===== src/rtl/y_pack_pkg.sv =====
// Shared sizing helpers and the FIFO entry layout for the y-tile row packer.
package y_pack_pkg;

  localparam int Y_PACK_DATA_W = 256;

  // Canonical FIFO entry at the default word width; the top rebuilds it at its own DATA_W.
  typedef struct packed {
    logic                     last;
    logic [Y_PACK_DATA_W-1:0] data;
  } y_pack_entry_t;

  function automatic int tiles_per_word(input int data_w, input int tile_size,
                                        input int data_width);
    return data_w / (tile_size * data_width);
  endfunction

  function automatic int words_per_row(input int d, input int data_width, input int data_w);
    return (d * data_width) / data_w;
  endfunction

  function automatic int idx_width(input int n);
    return (n > 1) ? $clog2(n) : 1;
  endfunction

endpackage


===== src/rtl/y_pack_skid_fifo.sv =====
// Two-entry valid/ready FIFO; push_ready_o and pop_valid_o come straight from registered state.
module y_pack_skid_fifo
  import y_pack_pkg::*;
#(
  parameter int ENTRY_W = 257
) (
  input  logic               clk,
  input  logic               rst,
  input  logic               push_i,
  input  logic [ENTRY_W-1:0] push_data_i,
  output logic               push_ready_o,
  output logic               pop_valid_o,
  input  logic               pop_ready_i,
  output logic [ENTRY_W-1:0] pop_data_o,
  output logic [1:0]         count_o
);

  logic [ENTRY_W-1:0] mem_q [2];
  logic               wr_ptr_q, wr_ptr_d;
  logic               rd_ptr_q, rd_ptr_d;
  logic [1:0]         count_q, count_d;
  logic               do_push, do_pop;

  assign push_ready_o = (count_q != 2'd2);
  assign pop_valid_o  = (count_q != 2'd0);
  assign pop_data_o   = mem_q[rd_ptr_q];
  assign count_o      = count_q;

  assign do_push = push_i && push_ready_o;
  assign do_pop  = pop_ready_i && pop_valid_o;

  always_comb begin
    wr_ptr_d = wr_ptr_q;
    rd_ptr_d = rd_ptr_q;
    count_d  = count_q;
    if (do_push) wr_ptr_d = !wr_ptr_q;
    if (do_pop)  rd_ptr_d = !rd_ptr_q;
    case ({do_push, do_pop})
      2'b10:   count_d = count_q + 2'd1;
      2'b01:   count_d = count_q - 2'd1;
      default: count_d = count_q;
    endcase
  end

  always_ff @(posedge clk) begin
    if (rst) begin
      wr_ptr_q <= 1'b0;
      rd_ptr_q <= 1'b0;
      count_q  <= 2'd0;
    end else begin
      wr_ptr_q <= wr_ptr_d;
      rd_ptr_q <= rd_ptr_d;
      count_q  <= count_d;
    end
  end

  // Storage is data only: emptiness is tracked by count_q, so no reset is needed here.
  always_ff @(posedge clk) begin
    if (do_push) mem_q[wr_ptr_q] <= push_data_i;
  end

endmodule


===== src/rtl/y_tile_row_packer.sv =====
// Packs TILE_SIZE-lane y tiles into DATA_W words, marks row ends with TLAST, counts delivered rows.
module y_tile_row_packer
  import y_pack_pkg::*;
#(
  parameter int TILE_SIZE  = 4,
  parameter int DATA_WIDTH = 16,
  parameter int DATA_W     = 256,
  parameter int D          = 256,
  parameter int ROWCNT_W   = 16
) (
  input  logic                         clk,
  input  logic                         rst,
  input  logic                         y_axis_TVALID,
  output logic                         y_axis_TREADY,
  input  logic signed [DATA_WIDTH-1:0] y_axis_TDATA [TILE_SIZE],
  output logic                         m_axis_TVALID,
  input  logic                         m_axis_TREADY,
  output logic [DATA_W-1:0]            m_axis_TDATA,
  output logic                         m_axis_TLAST,
  output logic [ROWCNT_W-1:0]          rows_done,
  output logic                         busy
);

  localparam int TILE_W         = TILE_SIZE * DATA_WIDTH;
  localparam int TILES_PER_WORD = tiles_per_word(DATA_W, TILE_SIZE, DATA_WIDTH);
  localparam int WORDS_PER_ROW  = words_per_row(D, DATA_WIDTH, DATA_W);
  localparam int TIDX_W         = idx_width(TILES_PER_WORD);
  localparam int WIDX_W         = idx_width(WORDS_PER_ROW);

  localparam logic [TIDX_W-1:0] TIDX_LAST = TIDX_W'(TILES_PER_WORD - 1);
  localparam logic [WIDX_W-1:0] WIDX_LAST = WIDX_W'(WORDS_PER_ROW - 1);

  typedef struct packed {
    logic              last;
    logic [DATA_W-1:0] data;
  } entry_t;

  localparam int ENTRY_W = $bits(entry_t);

  if (DATA_W % TILE_W != 0) begin : g_chk_word
    $error("y_tile_row_packer: DATA_W must be a multiple of TILE_SIZE*DATA_WIDTH");
  end
  if ((D * DATA_WIDTH) % DATA_W != 0) begin : g_chk_row
    $error("y_tile_row_packer: D*DATA_WIDTH must be a multiple of DATA_W");
  end

  logic                rst_q;
  logic [TIDX_W-1:0]   tile_idx_q, tile_idx_d;
  logic [WIDX_W-1:0]   word_idx_q, word_idx_d;
  logic [ROWCNT_W-1:0] rows_q, rows_d;
  logic [DATA_W-1:0]   word_q;

  logic [TILE_W-1:0]   tile_bits;
  logic [DATA_W-1:0]   assembled;
  logic                accept, word_done, m_fire;
  logic                fifo_push_ready, fifo_valid;
  logic [1:0]          fifo_count;
  entry_t              push_entry, head;
  logic [ENTRY_W-1:0]  fifo_out;

  always_comb begin
    tile_bits = '0;
    for (int i = 0; i < TILE_SIZE; i++) begin
      tile_bits[i*DATA_WIDTH +: DATA_WIDTH] = y_axis_TDATA[i];
    end
  end

  // Ready looks only at registered state: a completing tile needs a free FIFO slot, others never stall.
  assign y_axis_TREADY = !rst_q && (fifo_push_ready || (tile_idx_q != TIDX_LAST));
  assign accept        = y_axis_TVALID && y_axis_TREADY;
  assign word_done     = accept && (tile_idx_q == TIDX_LAST);
  assign m_fire        = fifo_valid && m_axis_TREADY;

  // The completing tile bypasses word_q so the full word enters the FIFO on the same edge.
  always_comb begin
    assembled = word_q;
    assembled[(TILES_PER_WORD-1)*TILE_W +: TILE_W] = tile_bits;
  end

  assign push_entry.last = (word_idx_q == WIDX_LAST);
  assign push_entry.data = assembled;

  always_comb begin
    tile_idx_d = tile_idx_q;
    word_idx_d = word_idx_q;
    rows_d     = rows_q;
    if (accept) begin
      tile_idx_d = (tile_idx_q == TIDX_LAST) ? '0 : tile_idx_q + 1'b1;
    end
    if (word_done) begin
      word_idx_d = (word_idx_q == WIDX_LAST) ? '0 : word_idx_q + 1'b1;
    end
    if (m_fire && head.last) begin
      rows_d = rows_q + 1'b1;
    end
  end

  always_ff @(posedge clk) begin
    rst_q <= rst;
    if (rst) begin
      tile_idx_q <= '0;
      word_idx_q <= '0;
      rows_q     <= '0;
    end else begin
      tile_idx_q <= tile_idx_d;
      word_idx_q <= word_idx_d;
      rows_q     <= rows_d;
    end
  end

  always_ff @(posedge clk) begin
    if (accept) word_q[int'(tile_idx_q)*TILE_W +: TILE_W] <= tile_bits;
  end

  y_pack_skid_fifo #(
    .ENTRY_W (ENTRY_W)
  ) u_fifo (
    .clk          (clk),
    .rst          (rst),
    .push_i       (word_done),
    .push_data_i  (push_entry),
    .push_ready_o (fifo_push_ready),
    .pop_valid_o  (fifo_valid),
    .pop_ready_i  (m_axis_TREADY),
    .pop_data_o   (fifo_out),
    .count_o      (fifo_count)
  );

  assign head = fifo_out;

  // Unreset FIFO storage is masked so an empty stream always shows zero data and TLAST.
  assign m_axis_TVALID = fifo_valid;
  assign m_axis_TDATA  = fifo_valid ? head.data : '0;
  assign m_axis_TLAST  = fifo_valid && head.last;
  assign rows_done     = rows_q;
  assign busy          = (tile_idx_q != '0) || (fifo_count != 2'd0);

endmodule


===== config.mk =====
export PLATFORM = sky130hd
export DESIGN_NAME = y_tile_row_packer
export DESIGN_NICKNAME = d
export VERILOG_FILES = /design/src/rtl/y_pack_pkg.sv /design/src/rtl/y_pack_skid_fifo.sv /design/src/rtl/y_tile_row_packer.sv
export SDC_FILE = /design/constraint.sdc
export NUM_CORES = 1
export LEC_CHECK = 0
export CORE_MARGIN = 3
export CORE_UTILIZATION = 50
export CTS_CLUSTER_DIAMETER = 120
export DETAILED_ROUTE_END_ITERATION = 10
export PLACE_DENSITY = 0.73
export SLEW_MARGIN = 0
export SYNTH_ARGS = -nofsm -noshare
export SYNTH_HDL_FRONTEND = slang
export SYNTH_SLANG_ARGS = --single-unit

===== constraint.sdc =====
create_clock -name clk -period 12.74 [get_ports clk]
set_input_delay 1.911 -clock clk [delete_from_list [all_inputs] [get_ports clk]]
set_output_delay 1.911 -clock clk [all_outputs]
set_load 0.005 [all_outputs]

=== Yosys cells after proc, flatten, opt, wreduce, memory -nomap -nowiden ===
Memory sizes are Yosys's and may differ from the RTL's. A register that Yosys moved wholly into a read port is not among the register bits.
Cells that the tools add are included.

* Add/subtract/negate cells: 6
* Multipliers: 0
* Div/mod/pow operators: 0
* Magnitude comparators: 0
* Eq/ne operators: 6
* Shift-type cells: 2
* Multiplexer cells: 9
* Bitwise logic cells: 0
* Reduce and logical (&&, ||, !) cells: 15

{| class="wikitable"
|+ Operator list
! kind !! number
|-
| bitwise mux 256 bit || 1
|-
| two-way mux 256 bit || 1
|-
| variable shift 64 x 33 -> 256 bit (first input constant) || 1
|-
| indexed part select 64 x 33 -> 256 bit || 1
|-
| negation 8 -> 33 bit || 1
|-
| adder 16 x 1 -> 16 bit (second input constant) || 1
|-
| logical AND 1 bit || 7
|-
| nonzero test 2 bit || 3
|-
| adder 2 x 1 -> 2 bit (second input constant) || 2
|-
| adder 4 x 1 -> 4 bit (second input constant) || 1
|-
| equality test 2 bit (second input constant) || 2
|-
| equality test 4 bit (second input constant) || 1
|-
| two-way mux 1 bit || 4
|-
| two-way mux 4 bit || 1
|-
| inequality test 2 bit (second input constant) || 2
|-
| case mux 2 bit (2 select lines) || 1
|-
| zero test 1 bit || 3
|-
| equality test 2 x 1 -> 1 bit (second input constant) || 1
|-
| logical OR 1 bit || 2
|-
| two-way mux 2 bit || 1
|-
| subtractor 2 x 1 -> 2 bit (second input constant) || 1
|}

* Bits in registers: 283
* Latch bits: 0
* RAM bits: 514
* Bits in read-only memories: 0
* Bits of input ports: 68
* Output and inout port bits: 276
* Logic and storage cells: 47
* Memories: 1

{| class="wikitable"
|+ Memory list
! name !! depth !! bits a word !! read ports !! clocked after memory_dff !! write ports !! line !! RTL
|-
| u_fifo.mem_q || 2 || 257 || 1 || 1 || 1 || y_pack_skid_fifo.sv:18 || <nowiki>logic [ENTRY_W-1:0] mem_q [2];</nowiki>
|}

=== Logic depth before layout (Yosys ltp) ===
Gate-level depths: netlist of run 1.

* Depth in word-level cells: 8
* Gate-level depth with buffers: 7
* Mapped depth without buffers: 7

=== By module ===
Synthesis of run 1 repeated with hierarchy kept, for this count alone.

* Cells, all modules: 1646
* Area, all modules: 28828.9 um2

{| class="wikitable"
|+ Modules (own cells, without submodules)
! module !! times used !! cells each !! area each (um2) !! seq. area each (um2)
|-
| y_pack_skid_fifo || 1 || 824 || 18896.9 || 15534.9
|-
| y_tile_row_packer || 1 || 822 || 9932.0 || 6226.0
|}

=== Worst setup path before layout of run 1 ===
No wires, ideal clock.

* Path type: input to register
* From: input y_axis_TVALID
* To: memory u_fifo.mem_q[0][0] (enable)
* Library setup time: 0.881 ns
* Arrival: 12.869 ns
* Data required time: 11.859 ns
* Slack: -1.010 ns
* Stages on the path: 2
* Buffers on the path: 0
* Path through: nand3_1 > nor2_1

* Longest elaborated chain between the ends: 5

{| class="wikitable"
|+ Ends and longest elaborated chain
! item !! line !! RTL
|-
| start, declared || y_tile_row_packer.sv:13 || <nowiki>input logic y_axis_TVALID,</nowiki>
|-
| logical AND 1 bit || y_tile_row_packer.sv:70 || <nowiki>assign accept = y_axis_TVALID && y_axis_TREADY;</nowiki>
|-
| logical AND 1 bit || y_tile_row_packer.sv:71 || <nowiki>assign word_done = accept && (tile_idx_q == TIDX_LAST);</nowiki>
|-
| logical AND 1 bit || y_pack_skid_fifo.sv:29 || <nowiki>assign do_push = push_i && push_ready_o;</nowiki>
|-
| two-way mux 1 bit || y_pack_skid_fifo.sv:59 || <nowiki>if (do_push) mem_q[wr_ptr_q] <= push_data_i;</nowiki>
|-
| two-way mux 1 bit (not written as such) || y_pack_skid_fifo.sv:59 ||
|-
| end, declared || y_pack_skid_fifo.sv:18 ||
|}

No other way between the ends.

==> results of run 1 <==
where the power goes:
group	switching, mW	total [mW]	leakage, nW	internal [mW]
clock network	0.871	2.14	1.18	1.27
logic	0.0629	0.108	3.03	0.0452
registers	0.00862	2.66	6.50	2.65
total	0.943	4.91	10.7	3.96
area by class of cell:
type | count | area (um2)
fill | 3774 | 20000
multi-input combinational | 827 | 5550
antenna | 2 | 5.00
timing repair buffer | 359 | 3590
clock buffer | 88 | 1930
inverter | 8 | 30.0
tap | 696 | 871
clock inverter | 43 | 473
sequential | 734 | 21800
cells by family after synthesis:
| group | share of synthesized area [%] |
|---|---|
| mux | 9.46 |
| flops | 78.8 |
| compound gates | 0.498 |
| simple gates | 9.22 |
| xor+xnor | 0.380 |
| fa+ha+maj | 0.362 |
| buf+inv | 1.31 |
worst min-delay path by stage:
stage | endpoint | startpoint | slack [ns]
after floorplan | u_fifo.mem_q[0][0] | word_q[0] | 0.42
after global placement | u_fifo.mem_q[0][103] | word_q[103] | 0.42
after detailed placement | u_fifo.mem_q[1][157] | word_q[157] | 0.43
after CTS | u_fifo.mem_q[1][35] | word_q[35] | 0.43
after global routing | u_fifo.mem_q[0][54] | word_q[54] | 0.44
final | u_fifo.mem_q[0][35] | word_q[35] | 0.43
metrics by stage:
step / area, um2 / util, % / TNS (ns)
2_1_floorplan: 27600 / - / -519.38
3_3_place_gp: 31800 / 58.6 / 0
3_5_place_dp: 31800 / 58.6 / 0
4_1_cts: 34200 / 63.1 / 0
5_1_grt: 34200 / 63.1 / 0
6_report: 34200 / 63.1 / 0
critical path: cells and delay by family, from the launching register on:
kind                   cells  cell delay, ns
buffers and inverters      2            1.54
flip-flops                 1            1.04
multiplexers               1            0.33
AND/OR/NAND/NOR            1            0.18
state kept, by name (all words and copies together) (netlist names), named ones only:
register         cells
word_idx_q           4
u_fifo.rd_ptr_q      1
rst_q                1
u_fifo.wr_ptr_q      1
word_q             192
u_fifo.count_o       2
u_fifo.mem_q       514
tile_idx_q           2
rows_done           16
layer usage:
layer	vias up	wire length (um)
met5	-	20
met2	407	28900
met4	2	1350
li1	6730	-
met3	101	3170
met1	7303	24400
layout by cell type (no fill, tap or decap), types with 12 or more instances in the layout:
| cell type | n |
|---|---|
| a21oi_1 | 12 |
| clkbuf_16 | 75 |
| mux2i_1 | 260 |
| clkinv_2 | 12 |
| and2_1 | 194 |
| buf_4 | 13 |
| nor2_1 | 276 |
| clkinv_1 | 13 |
| dfxtp_1 | 27 |
| clkbuf_1 | 13 |
| clkdlybuf4s50_1 | 343 |
| edfxtp_1 | 706 |
==> metrics.txt, run 1 <==
CP required=10.83 ns; Ports=344; number of vias per cell=5.27; type of the worst setup path=flip-flop to primary output; kind of end point of the critical path=primary output; most area-consuming cells after synthesis=edfxtp_1, mux2i_1, and2_1, nor2_1, dfxtp_1; number of buffers added for setup after CTS=0; routing layer with the top usage in global route=met2; most frequent cell after synthesis=edfxtp_1; peak per-stage delay on the critical path=1.04 ns; wire length per cell after detailed routing=21.0 um; depth of the worst register-to-register path=6; met3 usage=3.49%; largest fanout on the critical path=66; last weighted congestion value of the routability-driven placer=0.754; Synth Cell Area=0.0276 mm2; clock latency on the worst-skew pair=0.60 ns; Clock Path Buffers=3; count of flip-flops with a built-in enable after synthesis=706; Gates resized, CTS repair=0; final max-slew violation count=0; Hold Crit Class=flip-flop to flip-flop; hold_ws=0.428 ns; remaining number of nets flagged by the antenna check after routing=0; number of library cell types mapped by synthesis=32; Achievable Freq=0.176 GHz; type of element launching the critical path=flip-flop; Initial Utilization=50.9%; CTS Hold Buffers Added=0; total of warnings raised by yosys=0; r2r startpoint=tile_idx_q[0]; cell type with the largest total area after synthesis=edfxtp_1; count of non-filler cells in the finished layout=2757; most common flop cell mapped by yosys=edfxtp_1; worst slew slack as a fraction of its limit=6.05%; post-synthesis register bit count=734; initial antenna violation count=1; count of endpoints failing hold in the final timing report=0; Cell Count Post-Placement=2624; TritonCTS clock tree=done; area of the core=0.0542 mm2; DRC errors left=0; Slew @ Worst Pin=1.41 ns; end of the critical path=m_axis_TDATA[24]; leftover overflow at the end of global routing=0; min Tclk post-route=5.68 ns; HPWL after DPL=32900 um; met2 global-route usage=32.7%; run status=finished, final reports clean; share of post-route cells with drive strength above 1=6.51%; count of port buffers added during placement=343; depth of the worst hold-timing path=0; number of H-tree levels=3; Synthesized Nets=1725; MaxCap Viol Count=0; register area share after synthesis=78.8%; Placement Rows=85; wire length after detailed routing=57800 um; VDD IR max=95.4 uV; Power Density=143 mW/mm2; gate count of the mapped netlist=1649; Layout Area Growth over Synthesis=23.8%; die area=0.0581 mm2; clk root buf=clkbuf_16; wire length of the first global-routing pass=86500 um; Pwr Total=4.91 mW; cell at the slowest stage of the critical path=dfxtp_4; top-area cell type share of the netlist area=76.7%; reg-to-reg critical path endpoint=u_fifo.mem_q[1][75]; post-route clock skew=0.0182 ns; arrival time reported for the critical path endpoint=3.77 ns; number of detailed-route iterations in the first pass=5; TritonCTS Buffers=74; number of DRC markers in iteration 0=1047; Final Net Count=2080; RSZ-0062 raised after global routing=no; vias in the first global route=14793; largest net degree at the start of global routing=190; met1 GRT Util=26.8%; y dimension of the die=241 um; clock transition at the register clock pins on the worst setup and hold paths after CTS=0.06 ns; CTS sink cnt=734; gr usage total=19.7%; Die Wd=241 um; worst slack after detailed placement=7.53 ns; syn avg cell area=16.8 um2; fin worst setup slack=7.06 ns; cells along the critical path=buf_4 -> mux2i_1 -> nor2_1 -> clkdlybuf4s50_1; Static Leak=10.7 nW; ranking of synthesized cells by instance count=edfxtp_1, nor2_1, mux2i_1; share of flip-flops with an asynchronous set or reset after synthesis=0%; slack of the worst reg-to-reg path=9.14 ns; Final Cycle Share=44.6%; Setup violations, final=0; via count=14543
Power figures use the tool's default switching activity.
==> inputs of run 2 (changes only) <==
--- a/config.mk
+++ b/config.mk
@@ -6,10 +6,10 @@
 export NUM_CORES = 1
 export LEC_CHECK = 0
 export CORE_MARGIN = 3
-export CORE_UTILIZATION = 50
+export CORE_UTILIZATION = 55
 export CTS_CLUSTER_DIAMETER = 120
 export DETAILED_ROUTE_END_ITERATION = 10
-export PLACE_DENSITY = 0.73
+export PLACE_DENSITY = 0.76
 export SLEW_MARGIN = 0
 export SYNTH_ARGS = -nofsm -noshare
 export SYNTH_HDL_FRONTEND = slang
==> constraint.sdc (replaced) <==
create_clock -name clk -period 5.4 [get_ports clk]
set_input_delay 0.81 -clock clk [delete_from_list [all_inputs] [get_ports clk]]
set_output_delay 0.81 -clock clk [all_outputs]
set_load 0.005 [all_outputs]
==> run 2 against run 1 <==
  * Setup slack got worse by 5.5 ns
  * Routed wire length fell by 1.9%
  * Clock-buffer cell count rose by 10
  * Sequential share of layout area rose by 0.24 points
  * Non-clock buffer count rose by 14
  * First-iteration DRC count rose by 5.3%
  * Global-route usage rose by 1.5 points
  * Register-to-register slack got worse by 6.9 ns
  * Combinational power rose by 140%
  * Largest cell class unchanged
  * Largest power group unchanged
==> metrics.txt, run 2 (synthesized netlist as in run 1, its figures left out) <==
fill cell count=3244 (-14%); switching power=2.13 mW (+130%); area of the core=0.0493 mm2 (-9.2%); Biggest register=u_fifo.mem_q; wire length after detailed routing=56700 um (-1.9%); final max-slew violation count=0 (unchanged); largest fanout on the critical path=37 (-44%); clock latency on the worst-skew pair=0.60 ns (about the same); via count=14556 (+0.089%); run status=finished, final reports clean; Ports=344 (unchanged); clk root buf=clkbuf_16; RSZ-0062 raised after global routing=no; Power Density=326 mW/mm2 (+130%); post-placement cell area=0.0319 mm2 (+0.40%); Gates resized, CTS repair=0 (unchanged); TritonCTS clock tree=done; type of element launching the critical path=flip-flop; summed area of non-filler cells in the final layout=0.0341 mm2 (-0.38%); Slew @ Worst Pin=1.09 ns (-0.322 ns); CTS Hold Buffers Added=0 (unchanged); Reg power frac=56.5% (+2.3 points); CTS sink cnt=734 (unchanged); wire length per cell after detailed routing=20.7 um (-1.0%); Placement Rows=81 (-4.7%); initial antenna violation count=0 (-1); number of detailed-route iterations in the first pass=5 (unchanged); number of DRC markers in iteration 0=1103 (+5.3%); Layout Area Growth over Synthesis=23.4%; clock transition at the register clock pins on the worst setup and hold paths after CTS=0.06 ns (about the same); peak per-stage delay on the critical path=0.72 ns (-0.32 ns); kind of end point of the critical path=primary output; largest net degree at the start of global routing=200 (+5.3%); HPWL after DPL=34700 um (+5.3%); Die Wd=230 um (-4.5%); Hold Crit Class=flip-flop to flip-flop; post-route clock skew=0.0309 ns (+0.0127 ns); arrival time reported for the critical path endpoint=3.01 ns (-0.76 ns); gr usage total=21.2% (+1.5 points); number of H-tree levels=3 (unchanged); Setup violations, final=0 (unchanged); count of endpoints failing hold in the final timing report=0 (unchanged); power share of the clock group=41.2% (-2.4 points); crit-path leading delay family=buffers and inverters; met3 usage=3.82% (+0.33 points); vias in the first global route=14940 (+0.99%); worst slew slack as a fraction of its limit=27.3% (+21 points); fin worst setup slack=1.58 ns (-5.48 ns); CP required=4.59 ns (-6.24 ns); total negative slack=0 ns (unchanged); number of buffers added for setup after CTS=0 (unchanged); leading cell type in the layout, fill and taps excluded=edfxtp_1; die area=0.0530 mm2 (-8.9%); Static Leak=10.7 nW (-0.42%); worst slack after detailed placement=1.88 ns (-5.65 ns); met1 GRT Util=27.6% (+0.84 points); Net Sw Frac=19.1% (-0.073 points); leftover overflow at the end of global routing=0 (unchanged); cell at the slowest stage of the critical path=dfxtp_4; DRC errors left=0 (unchanged); min Tclk post-route=3.82 ns; count of port buffers added during placement=343 (unchanged); type of the worst setup path=flip-flop to primary output; y dimension of the die=230 um (-4.5%); routing layer with the top usage in global route=met2; cells along the critical path=buf_4 -> mux2i_1 -> nor2_1 -> clkdlybuf4s50_1; share of post-route cells with drive strength above 1=6.43% (-0.077 points); TritonCTS Buffers=71 (-4.1%); count of buffering cells on the critical path with inverters included=2 (unchanged); portion of total power attributed to combinational logic=2.3% (about the same); last weighted congestion value of the routability-driven placer=0.761 (+0.93%); wire length of the first global-routing pass=85900 um (-0.70%); Pwr Total=11.1 mW (+130%); MaxCap Viol Count=0 (unchanged); Final Cycle Share=70.8%; number of vias per cell=5.33 (+0.97%); max FFs per register=514 (unchanged); Achievable Freq=0.262 GHz; Final Net Count=2091 (+0.53%); Clock Path Buffers=3 (unchanged); VDD IR max=213 uV (+120%); most used cells in the layout excluding fill and tap cells=edfxtp_1, clkdlybuf4s50_1, nor2_1; count of non-filler cells in the finished layout=2733 (-0.87%); remaining number of nets flagged by the antenna check after routing=0 (unchanged); Initial Utilization=56.1% (+5.2 points); met2 global-route usage=36.7% (+4.0 points); internal power summed over all cells=8.98 mW (+130%); Cell Count Post-Placement=2606 (-0.69%)
-- run 2: cell count changes in the layout (fill, tap and decap cells not counted), sizes merged, moves of 2 or more --
cell      before  now
clkbuf        88   98
buf           16   30
inv           12   10
clkinv        30   22
bufinv         9    2
clkinvlp       0    2
-- run 2: layer usage --
metal | vias up | share of wire, %
met5 | - | 0
met3 | 75 | 6.1
met1 | 7265 | 41
met2 | 466 | 51
li1 | 6750 | -
met4 | 0 | 2.1
-- run 2: path summary, 6_finish.rpt --
| path | start | endpoint | slack (ns) | depth (start not counted) |
|---|---|---|---|---|
| worst max-delay path | flip-flop | m_axis_TDATA[80] | 1.58 | 4 |
| worst min-delay path | word_q[153] | u_fifo.mem_q[1][153] | 0.44 | 0 |
| worst max register to register | tile_idx_q[0] | u_fifo.mem_q[1][118] | 2.28 | 5 |
| worst min register to register | word_q[153] | u_fifo.mem_q[1][153] | 0.44 | 0 |
-- run 2: power groups by stage --
stage / Clock (mW) / Combinational [mW] / Sequential [mW]
final: 4.58 / 0.254 / 6.28
after global routing: 4.90 / 0.276 / 6.28
after CTS: 4.66 / 0.259 / 6.28
after detailed placement: 0 / 0.257 / 6.40
after global placement: 0 / 0.248 / 6.39
after floorplan: 0 / 0.105 / 6.39
-- run 2: cell type report --
class / count / area, um2 / area share, %
well taps: 664 / 831 / 2.44
flip-flops and latches: 734 / 21800 / 63.9
clock buffers: 98 / 1940 / 5.70
diodes: 1 / 2.50 / 0.00734
inverters: 8 / 30.0 / 0.0881
clock inverters: 28 / 203 / 0.595
repair buffers: 373 / 3760 / 11.0
multi-input cells: 827 / 5550 / 16.3
-- run 2: worst register-to-register path, cell delays in order (launching register included) --
cell and delay [ns]:
dfxtp_1 0.48, ha_1 0.27, nor2b_1 0.20, nand3_1 0.39, nor2_4 0.97, buf_4 0.48
-- run 2: per-stage QoR --
| step | hold WS (ns) | utilization [%] |
|---|---|---|
| 3_3_place_gp | 0.422 | 64.8 |
| 4_1_cts | 0.428 | 69.2 |
| 6_report | 0.435 | 69.2 |
| 2_1_floorplan | 0.421 | - |
| 3_5_place_dp | 0.429 | 64.8 |
| 5_1_grt | 0.448 | 69.2 |
==> inputs of run 3 (changes only) <==
==> constraint.sdc (replaced) <==
create_clock -name clk -period 3.7 [get_ports clk]
set_input_delay 0.555 -clock clk [delete_from_list [all_inputs] [get_ports clk]]
set_output_delay 0.555 -clock clk [all_outputs]
set_load 0.005 [all_outputs]
==> run 3 against run 2 <==
  * Critical path depth did not move
  * First-iteration DRC count up 24%
  * Clock-buffer cell count down 11
  * Core utilization rose by 0.76 points
  * Routed wire length up 1.0%
  * Sequential share of layout area down 0.68 points
  * Global-route usage up 0.31 points
  * Largest power group unchanged
  * Highest routed layer is now met5
==> metrics.txt, run 3 (synthesized netlist as in run 1, its figures left out) <==
run status=finished, final reports clean; worst slew slack as a fraction of its limit=31.9% (+4.6 points); CTS Hold Buffers Added=0 (unchanged); slack of the worst reg-to-reg path=1.22 ns (-1.06 ns); Static Leak=10.8 nW (+1.6%); wire length per cell after detailed routing=20.9 um (+0.97%); arrival time reported for the critical path endpoint=2.62 ns (-0.39 ns); largest net degree at the start of global routing=135 (-33%); r2r startpoint=u_fifo.count_o[0]; hold_ws=0.429 ns (-0.00640 ns); largest fanout on the critical path=40 (+8.1%); DRC errors left=0 (unchanged); reg-to-reg critical path endpoint=word_q[93]; clk root buf=clkbuf_16; VDD IR max=434 uV (+100%); worst slack after detailed placement=0.776 ns (-1.10 ns); clock latency on the worst-skew pair=0.60 ns (about the same); number of buffers added for setup after CTS=0 (unchanged); count of buffering cells on the critical path with inverters included=2 (unchanged); CTS sink cnt=734 (unchanged); n_diodes=0 (-1); most used cells in the layout excluding fill and tap cells=edfxtp_1, clkdlybuf4s50_1, nor2_1; peak per-stage delay on the critical path=0.60 ns (-0.12 ns); Achievable Freq=0.315 GHz; TritonCTS Buffers=72 (+1.4%); area of the core=0.0493 mm2 (unchanged); cell at the slowest stage of the critical path=buf_4; Clock Path Buffers=3 (unchanged); Final Cycle Share=85.8%; leading cell type in the layout, fill and taps excluded=edfxtp_1; number of H-tree levels=3 (unchanged); TritonCTS clock tree=done; gr usage total=21.6% (+0.31 points); type of element launching the critical path=flip-flop; via count=14672 (+0.80%); kind of end point of the critical path=primary output; clock transition at the register clock pins on the worst setup and hold paths after CTS=0.06 ns (about the same); leftover overflow at the end of global routing=0 (unchanged); source of the worst hold timing path=word_q[53]; area taken by flip-flops and latches=0.0218 mm2 (about the same); initial antenna violation count=2 (+2); last weighted congestion value of the routability-driven placer=0.772 (+1.5%); MaxCap Viol Count=0 (unchanged); wire length of the first global-routing pass=87400 um (+1.8%); Placement Rows=81 (unchanged); die area=0.0530 mm2 (unchanged); max FFs per register=514 (unchanged); min Tclk post-route=3.17 ns; post-placement cell area=0.0320 mm2 (+0.29%); end-of-flow core utilization=69.9% (+0.76 points); wire length after detailed routing=57300 um (+1.0%); y dimension of the die=230 um (unchanged); crit-path leading delay family=buffers and inverters; fin worst setup slack=0.526 ns (-1.05 ns); number of DRC markers in iteration 0=1366 (+24%); remaining number of nets flagged by the antenna check after routing=0 (unchanged); summed area of non-filler cells in the final layout=0.0345 mm2 (+1.1%); share of post-route cells with drive strength above 1=7.48% (+1.1 points); Slew @ Worst Pin=0.992 ns (-0.0948 ns); type of the worst setup path=flip-flop to primary output; post-route clock skew=0.0261 ns (-0.00483 ns); Initial Utilization=56.1% (unchanged); HPWL after DPL=34600 um (-0.42%); vias in the first global route=15101 (+1.1%); number of vias per cell=5.36 (+0.72%); Die Wd=230 um (unchanged); Power Density=492 mW/mm2 (+51%); end of the worst hold path=u_fifo.mem_q[1][53]; fill cell count=3203 (-1.3%); count of endpoints failing hold in the final timing report=0 (unchanged); RSZ-0062 raised after global routing=no; Layout Area Growth over Synthesis=24.7%; depth of the worst register-to-register path=4 (-1); Gates resized, CTS repair=0 (unchanged); count of port buffers added during placement=343 (unchanged); final max-slew violation count=0 (unchanged); cells along the critical path=buf_4 -> mux2i_1 -> nor2_1 -> clkdlybuf4s50_1; Biggest register=u_fifo.mem_q; depth of the worst hold-timing path=0 (unchanged); Final Net Count=2091 (unchanged); number of detailed-route iterations in the first pass=7 (+2); Ports=344 (unchanged); Hold Crit Class=flip-flop to flip-flop; Setup violations, final=0 (unchanged); area taken by multi-input logic gates=0.00558 mm2 (+0.59%); CP required=3.14 ns (-1.45 ns)
## run 3: area by class of cell
cell class,instances,share of cell area (%)
flip-flops and latches,734,63.2
multi-input cells,827,16.2
repair buffers,372,11.1
clock buffers,87,5.76
well taps,664,2.41
clock inverters,43,1.29
inverters,8,0.0872
## run 3: layer usage
| metal | vias to the layer above | share of wire, % | GRT usage (%) |
|---|---|---|---|
| li1 | 6754 | - | - |
| met1 | 7365 | 42 | 28.9 |
| met2 | 447 | 50 | 36.1 |
| met3 | 104 | 5.2 | 3.56 |
| met4 | 2 | 2.6 | 7.74 |
| met5 | - | 0.023 | 0 |
## run 3: how the worst max path moves through the flow
stage	startpoint	to	slack (ns)	depth (start not counted)
CTS	flip-flop	m_axis_TDATA[75]	0.51	4
finish	flip-flop	m_axis_TDATA[8]	0.53	4
global placement	y_axis_TVALID	word_q[95]	0.83	5
detailed placement	y_axis_TVALID	word_q[88]	0.78	5
floorplan	tile_idx_q[0]	u_fifo.mem_q[1][0]	-1.39	4
global route	flip-flop	m_axis_TDATA[73]	0.41	4
## run 3: through the flow
step	power [mW]	setup TNS [ns]	instances
6_report	16.9	0	2735
3_3_place_gp	9.69	0	2605
2_1_floorplan	9.48	-707.99	1649
3_5_place_dp	9.71	0	2605
5_1_grt	17.4	0	2735
4_1_cts	17.1	0	2735
## run 3: where the power goes
part / internal [mW] / switching, mW / leakage, nW / total [mW]
registers: 9.13 / 0.0297 / 6.50 / 9.16
logic: 0.161 / 0.214 / 3.13 / 0.376
clock network: 4.45 / 2.96 / 1.20 / 7.41
total: 13.7 / 3.20 / 10.8 / 16.9
